File: config.mk
export PLATFORM = sky130hd
export DESIGN_NAME = counter_readout
export DESIGN_NICKNAME = d
export VERILOG_FILES = /design/src/rtl/counter_readout.sv
export SDC_FILE = /design/constraint.sdc
export NUM_CORES = 1
export LEC_CHECK = 0
export ABC_AREA = 1
export CORE_AREA = 2 2 131 133
export CTS_BUF_LIST = sky130_fd_sc_hd__clkbuf_16
export DETAILED_ROUTE_END_ITERATION = 10
export DIE_AREA = 0 0 133 135
export PLACE_DENSITY = 0.64
export SLEW_MARGIN = 15
export SYNTH_ARGS = -nofsm -noshare
export SYNTH_HDL_FRONTEND = slang
export SYNTH_SLANG_ARGS = --single-unit
export TNS_END_PERCENT = 10
File: constraint.sdc
create_clock -name Clk -period 1.9 [get_ports Clk]
set_input_delay 0.19 -clock Clk [delete_from_list [all_inputs] [get_ports Clk]]
set_output_delay 0.19 -clock Clk [all_outputs]
set_load 0.02 [all_outputs]
File: src/rtl/counter_readout.sv
// counter_readout: snapshots two live counter values on request and streams
// them out as a byte frame (HEADER, Count0 LSB-first, Count1 LSB-first) over a
// valid/ready handshake while the counters keep running.
// Optional trailing XOR checksum byte: define COUNTER_READOUT_CHECKSUM_EN.
module counter_readout #(
  parameter int          CNT_W  = 64,
  parameter logic [7:0]  HEADER = 8'hA5
) (
  input  logic             Clk,
  input  logic             Reset,
  input  logic [CNT_W-1:0] Count0,
  input  logic [CNT_W-1:0] Count1,
  input  logic             Req,
  input  logic             Ready,
  output logic [7:0]       Data,
  output logic             Valid,
  output logic             Busy,
  output logic             Done
);

  localparam int NB    = CNT_W / 8;
  localparam int IDX_W = (NB > 1) ? $clog2(NB) : 1;

  typedef enum logic [2:0] {
    S_IDLE,
    S_HDR,
    S_BODY0,
    S_BODY1,
    S_CSUM
  } state_t;

  state_t             state_q, state_d;
  logic [IDX_W-1:0]   idx_q, idx_d;
  logic [CNT_W-1:0]   snap0_q, snap0_d;
  logic [CNT_W-1:0]   snap1_q, snap1_d;
  logic [7:0]         data_q, data_d;
  logic               valid_q, valid_d;
  logic               busy_q, busy_d;
  logic               done_q, done_d;
`ifdef COUNTER_READOUT_CHECKSUM_EN
  logic [7:0]         csum_q, csum_d;
`endif

  // Byte-lane views of the snapshots so the body states select a lane by index.
  logic [7:0] snap0_bytes [NB];
  logic [7:0] snap1_bytes [NB];

  generate
    for (genvar gi = 0; gi < NB; gi++) begin : g_lanes
      assign snap0_bytes[gi] = snap0_q[8*gi +: 8];
      assign snap1_bytes[gi] = snap1_q[8*gi +: 8];
    end
  endgenerate

  logic [IDX_W-1:0] idx_inc;
  logic             idx_last;

  assign idx_inc  = idx_q + 1'b1;
  assign idx_last = (idx_q == IDX_W'(NB - 1));

  // Next-state and next-output logic; outputs are computed one cycle ahead so
  // that Data/Valid/Busy/Done come straight from flops.
  always_comb begin
    state_d = state_q;
    idx_d   = idx_q;
    snap0_d = snap0_q;
    snap1_d = snap1_q;
    data_d  = data_q;
    valid_d = valid_q;
    busy_d  = busy_q;
    done_d  = 1'b0;
`ifdef COUNTER_READOUT_CHECKSUM_EN
    csum_d  = csum_q;
`endif
    case (state_q)
      S_IDLE: begin
        valid_d = 1'b0;
        busy_d  = 1'b0;
        data_d  = 8'h00;
        if (Req) begin
          snap0_d = Count0;
          snap1_d = Count1;
          state_d = S_HDR;
          valid_d = 1'b1;
          busy_d  = 1'b1;
          data_d  = HEADER;
`ifdef COUNTER_READOUT_CHECKSUM_EN
          csum_d  = 8'h00;
`endif
        end
      end
      S_HDR: begin
        if (Ready) begin
          state_d = S_BODY0;
          idx_d   = '0;
          data_d  = snap0_bytes[0];
        end
      end
      S_BODY0: begin
        if (Ready) begin
`ifdef COUNTER_READOUT_CHECKSUM_EN
          csum_d = csum_q ^ data_q;
`endif
          if (idx_last) begin
            state_d = S_BODY1;
            idx_d   = '0;
            data_d  = snap1_bytes[0];
          end else begin
            idx_d   = idx_inc;
            data_d  = snap0_bytes[idx_inc];
          end
        end
      end
      S_BODY1: begin
        if (Ready) begin
`ifdef COUNTER_READOUT_CHECKSUM_EN
          csum_d = csum_q ^ data_q;
`endif
          if (idx_last) begin
            idx_d = '0;
`ifdef COUNTER_READOUT_CHECKSUM_EN
            state_d = S_CSUM;
            data_d  = csum_q ^ data_q;
`else
            state_d = S_IDLE;
            valid_d = 1'b0;
            busy_d  = 1'b0;
            done_d  = 1'b1;
            data_d  = 8'h00;
`endif
          end else begin
            idx_d  = idx_inc;
            data_d = snap1_bytes[idx_inc];
          end
        end
      end
`ifdef COUNTER_READOUT_CHECKSUM_EN
      S_CSUM: begin
        if (Ready) begin
          state_d = S_IDLE;
          valid_d = 1'b0;
          busy_d  = 1'b0;
          done_d  = 1'b1;
          data_d  = 8'h00;
        end
      end
`endif
      default: begin
        state_d = S_IDLE;
        valid_d = 1'b0;
        busy_d  = 1'b0;
        data_d  = 8'h00;
      end
    endcase
  end

  // State, snapshot and output registers; Reset aborts any frame on the spot.
  always_ff @(posedge Clk) begin
    if (Reset) begin
      state_q <= S_IDLE;
      idx_q   <= '0;
      snap0_q <= '0;
      snap1_q <= '0;
      data_q  <= 8'h00;
      valid_q <= 1'b0;
      busy_q  <= 1'b0;
      done_q  <= 1'b0;
`ifdef COUNTER_READOUT_CHECKSUM_EN
      csum_q  <= 8'h00;
`endif
    end else begin
      state_q <= state_d;
      idx_q   <= idx_d;
      snap0_q <= snap0_d;
      snap1_q <= snap1_d;
      data_q  <= data_d;
      valid_q <= valid_d;
      busy_q  <= busy_d;
      done_q  <= done_d;
`ifdef COUNTER_READOUT_CHECKSUM_EN
      csum_q  <= csum_d;
`endif
    end
  end

  assign Data  = data_q;
  assign Valid = valid_q;
  assign Busy  = busy_q;
  assign Done  = done_q;

endmodule

# Word level (Yosys, flattened, before mapping)
# Cells that the tools add are included.
[totals]
register_bits = 144
output_inout_bits = 11
word_cells = 63
[classes]
n_addsub = 1
n_lt_le_gt_ge = 1
n_eq_ne = 11
n_mux = 29
n_bitwise = 4
n_reduce_logical = 10
[op_table]
columns = ["cell", "n"]
rows = [
  ["$mux 8", 10],
  ["$bmux 8 s3", 2],
  ["$pmux 8 s4", 1],
  ["$mux 3", 9],
  ["$ne 2x2->1 const B", 6],
  ["$pmux 3 s4", 1],
  ["$reduce_and 3->1", 3],
  ["$eq 3x2->1 const B", 2],
  ["$pmux 3 s2", 1],
  ["$reduce_and 6->1", 1],
  ["$ge 4x4->1 const B", 1],
  ["$mux 1", 4],
  ["$not 3->4", 1],
  ["$reduce_or 2->1", 2],
  ["$add 3x1->3 const B", 1],
  ["$eq 3x1->1 const B", 1],
  ["$eq 3x3->1 const B", 1],
  ["$logic_not 3->1", 1],
  ["$not 1->1", 3],
  ["$pmux 1 s3", 1],
  ["$reduce_or 3->1", 1],
  ["$ne 2x1->1 const B", 1],
  ["$reduce_and 2->1", 1],
  ["$reduce_bool 2->1", 1],
]

# Logic depth before layout (Yosys ltp)
[logic_depth]
depth_word = 8
mapped_depth = 11
ltp_nobuf = 10

# Least setup slack after synthesis
# No wires, ideal clock.
[synth_path]
kind = "register to register"
start = "register idx_q[0]"
end = "register data_q[5], in the netlist Data[5]"
setup_time_ps = 68
arrival_ps = 1616
setup_slack_ps = 216
path_stages_with_launch = 11
cell_sequence = "dfxtp_1 ha_1 ha_1 buf_2 buf_4 nand3_1 nand3_1 nand3_1 nand3_1 nand2_1 a21oi_2"
[synth_via]
elab_chain_len = 8
word_cells_on_any_way = 14
[synth_rtl]
columns = ["item", "line_no", "text"]
rows = [
  ["start, declared", "33", "logic [IDX_W-1:0] idx_q, idx_d;"],
  ["start signal, assigned", "173", "idx_q <= idx_d;"],
  ["$add 3x1->3", "58", "assign idx_inc = idx_q + 1'b1;"],
  ["$not 3->4 (implied by the code)", "110, 133", ""],
  ["$bmux 8 s3, on equally long branches", "133, 110", ""],
  ["$mux 8, on equally long branches (2 in series)", "133, 110", ""],
  ["$mux 8, on equally long branches", "119, 104", ""],
  ["$mux 8, on equally long branches", "115, 100", ""],
  ["$pmux 8 s4 *", "75", "case (state_q)"],
  ["end signal, assigned", "176", "data_q <= data_d;"],
  ["end, declared", "36", "logic [7:0] data_q, data_d;"],
]
# Mark *: on every way between the ends. The rest lies on a longest branch, timed or not. The select of a mux whose other input is x is not followed.
# A chain may end at the register's enable or synchronous reset.

# Worst setup path after layout
[layout_path]
start = "register idx_q[0]"
end = "register data_q[2], in the netlist Data[2]"
# Same word-level chain as after synthesis.

==> metrics.txt <==
clock tree buffer depth=2; Rows=47; worst-path maximum fanout=16; max-capacitance violation count=0; FF-to-FF End=Data[2]; Worst Path Required=2.19 ns; synth unique cells=25; cells after synthesis=953; CORE AREA=0.01641 mm²; first-pass GRT wire length=31290 µm; met3 wire length=1142 µm; setup bufs post-CTS=0; total congestion overflow=0; Power Density=1390 mW/mm²; Seq/Total Area, Yosys=43.71%; synthesized area per cell=6.873 µm²; endpoints failing hold=0; leading cell type in the layout, fill and taps excluded=nand2_1; CTS HTree Levels=4; Initial Util=39.92%; period utilization=94.61%; R2R cell count=10; Syn. warnings=0; DR WL/cell=14.93 µm; LEAKAGE=3.446 nW; Clock Sinks=143; CTS Root Cell=clkbuf_16; ANT cells=0; run status=complete, no violations; slew margin rel.=59.97%; Final Net Count=1205; met2 routed WL=8907 µm; flop2flop setup slack=0.10 ns; count of final setup violators=0; CP endpoint kind=register; Yosys top cell by area=dfxtp_1; vias per inst=4.980; number of routed nets with antenna violations=0; Critical R2R Launch=idx_q[0]; pins over their slew limit=0; most frequent cells in the layout=nand2_1 (357), dfxtp_1 (142), clkdlybuf4s50_1 (141); GPL Wtd Cong=0.9137; Pre-antenna DRT Iters=5; placed wire-length estimate=13670 µm; worst-case hold path end point=Data[2]; clk_lat worst skew=0.42 ns; Hold Slack=0.2751 ns; Clock Pin Slew Worst Setup and Hold Paths=0.06 ns; Chip Width=133 µm; Ports=143; RSZ-0062 raised after global routing=no; fill count=1632; number of global-route vias before repair=6238; Worst EP arrival=2.08 ns; Synth area leaders=dfxtp_1 (44%), nand2_1 (21%), nand3_1 (8.4%), a21oi_1 (8.3%), a211oi_1 (4.4%); CTS tree=done; antenna violations before repair=0; wire length on met1=8963 µm; hold path startpoint=Reset; Die ar.=0.01796 mm²; clk_skew=0.01096 ns; Startpoint Class=register; drt initial violations=701; Syn Nets=1092; Tmin final=1.798 ns; HP Class=in -> reg; DIE HEIGHT=135 µm; Tightest Pin Transition=0.6005 ns; Syn-to-layout area delta=34.86%; vias=6469; largest net degree at the start of global routing=73; Synth top area share=43.71%; Peak Freq=0.5563 GHz; final WL=19400 µm; TritonCTS buffer count=17; PortBufs=142; DR DRC count=0; Post-Syn Area=0.006550 mm²; GRT Total Usage=21.94%; share of layout cells above drive strength 1=6.117%; Yosys reg bits=143; Pwr Total=12.28 mW; top routing layer used=met4; WS Path Type=reg -> reg; Worst Hold Path Cells=2; Max IR drop VDD=1.014 mV
==> final cells by class <==
type                       count  area (µm²)  area share [%]
multi-input combinational    685        3161           35.78
inverter                      55       209.0           2.365
tap                          220       275.3           3.116
sequential                   143        2864           32.42
clock inverter                15       224.0           2.535
clock buffer                  17       425.4           4.816
timing repair buffer         164        1675           18.97
==> worst max path at each step <==
stage,slack (ns),startpoint,depth (start not counted),endpoint
after floorplan,0.22,idx_q[0],10,Data[5]
after global placement,0.04,Ready,5,Data[2]
after detailed placement,-0.006,Ready,5,Data[7]
after CTS,0.03,idx_q[0],10,Data[5]
after global routing,0.01,idx_q[0],10,Data[3]
final,0.10,idx_q[0],10,Data[2]
==> power breakdown <==
group	leakage, nW	switching [mW]	total [mW]	internal (mW)
registers	1.18	0.382	4.06	3.68
logic	1.96	2.85	4.52	1.67
clock network	0.314	1.26	3.70	2.43
total	3.45	4.50	12.3	7.77
==> metal layers <==
layer | vias to the layer above | track usage, %
met2 | 229 | 35.64
met5 | - | 0
met4 | 0 | 7.706
li1 | 3313 | -
met1 | 2900 | 29.18
met3 | 27 | 4.354
==> metrics by stage <==
step	TNS (ns)	cell area [µm²]	setup WS (ns)	util, %	cells
after floorplan	0	6550	0.2161	-	953
after global placement	0	8145	0.03848	49.65	1267
after detailed placement	-0.007658	8145	-0.006131	49.65	1267
after CTS	0	8795	0.02832	53.60	1299
after global routing	0	8833	0.009973	53.84	1299
final	0	8833	0.1024	53.84	1299
==> registers in the layout, summed over array words and instances, names as in the netlist <==
register / flops
idx_q: 3
snap1_q: 64
Busy: 1
Done: 1
state_q: 2
Data: 8
snap0_q: 64
==> synth_stat cells (all sizes together) <==
library cell	instances
or2	2
nor4	1
nand2	358
o211ai	4
nand3	110
nor2	42
a21oi	112
inv	55
o21ai	8
a211oi	39
ha	7
buf	51
a31oi	1
clkbuf	19
dfxtp	143
nand4	1
==> worst max-delay path, cell delays in order (launching register included) <==
cell	delay, ns
dfxtp_2	0.34
ha_1	0.25
ha_4	0.30
buf_6	0.16
nand3_1	0.11
nand3_1	0.11
nand3_1	0.12
nand2_1	0.09
nand3_1	0.06
nand2_1	0.08
a21oi_2	0.05
==> what timing repair did <==
action,4_1_cts,5_1_grt
gates resized for setup,0,6
hold endpoints to repair,0,0
hold buffers,0,0
endpoints found under the setup margin,0,10
==> logic make-up after synthesis <==
group	count (synthesis)	share of synthesized area [%]
AND/OR/NAND/NOR	514	31.71
AO/OA/AOI/OAI	164	14.56
adder cells (fa/ha/maj)	7	1.337
flip-flops	143	43.71
buffers and inverters	125	8.692
No activity file was read; power rests on OpenSTA's default activity.
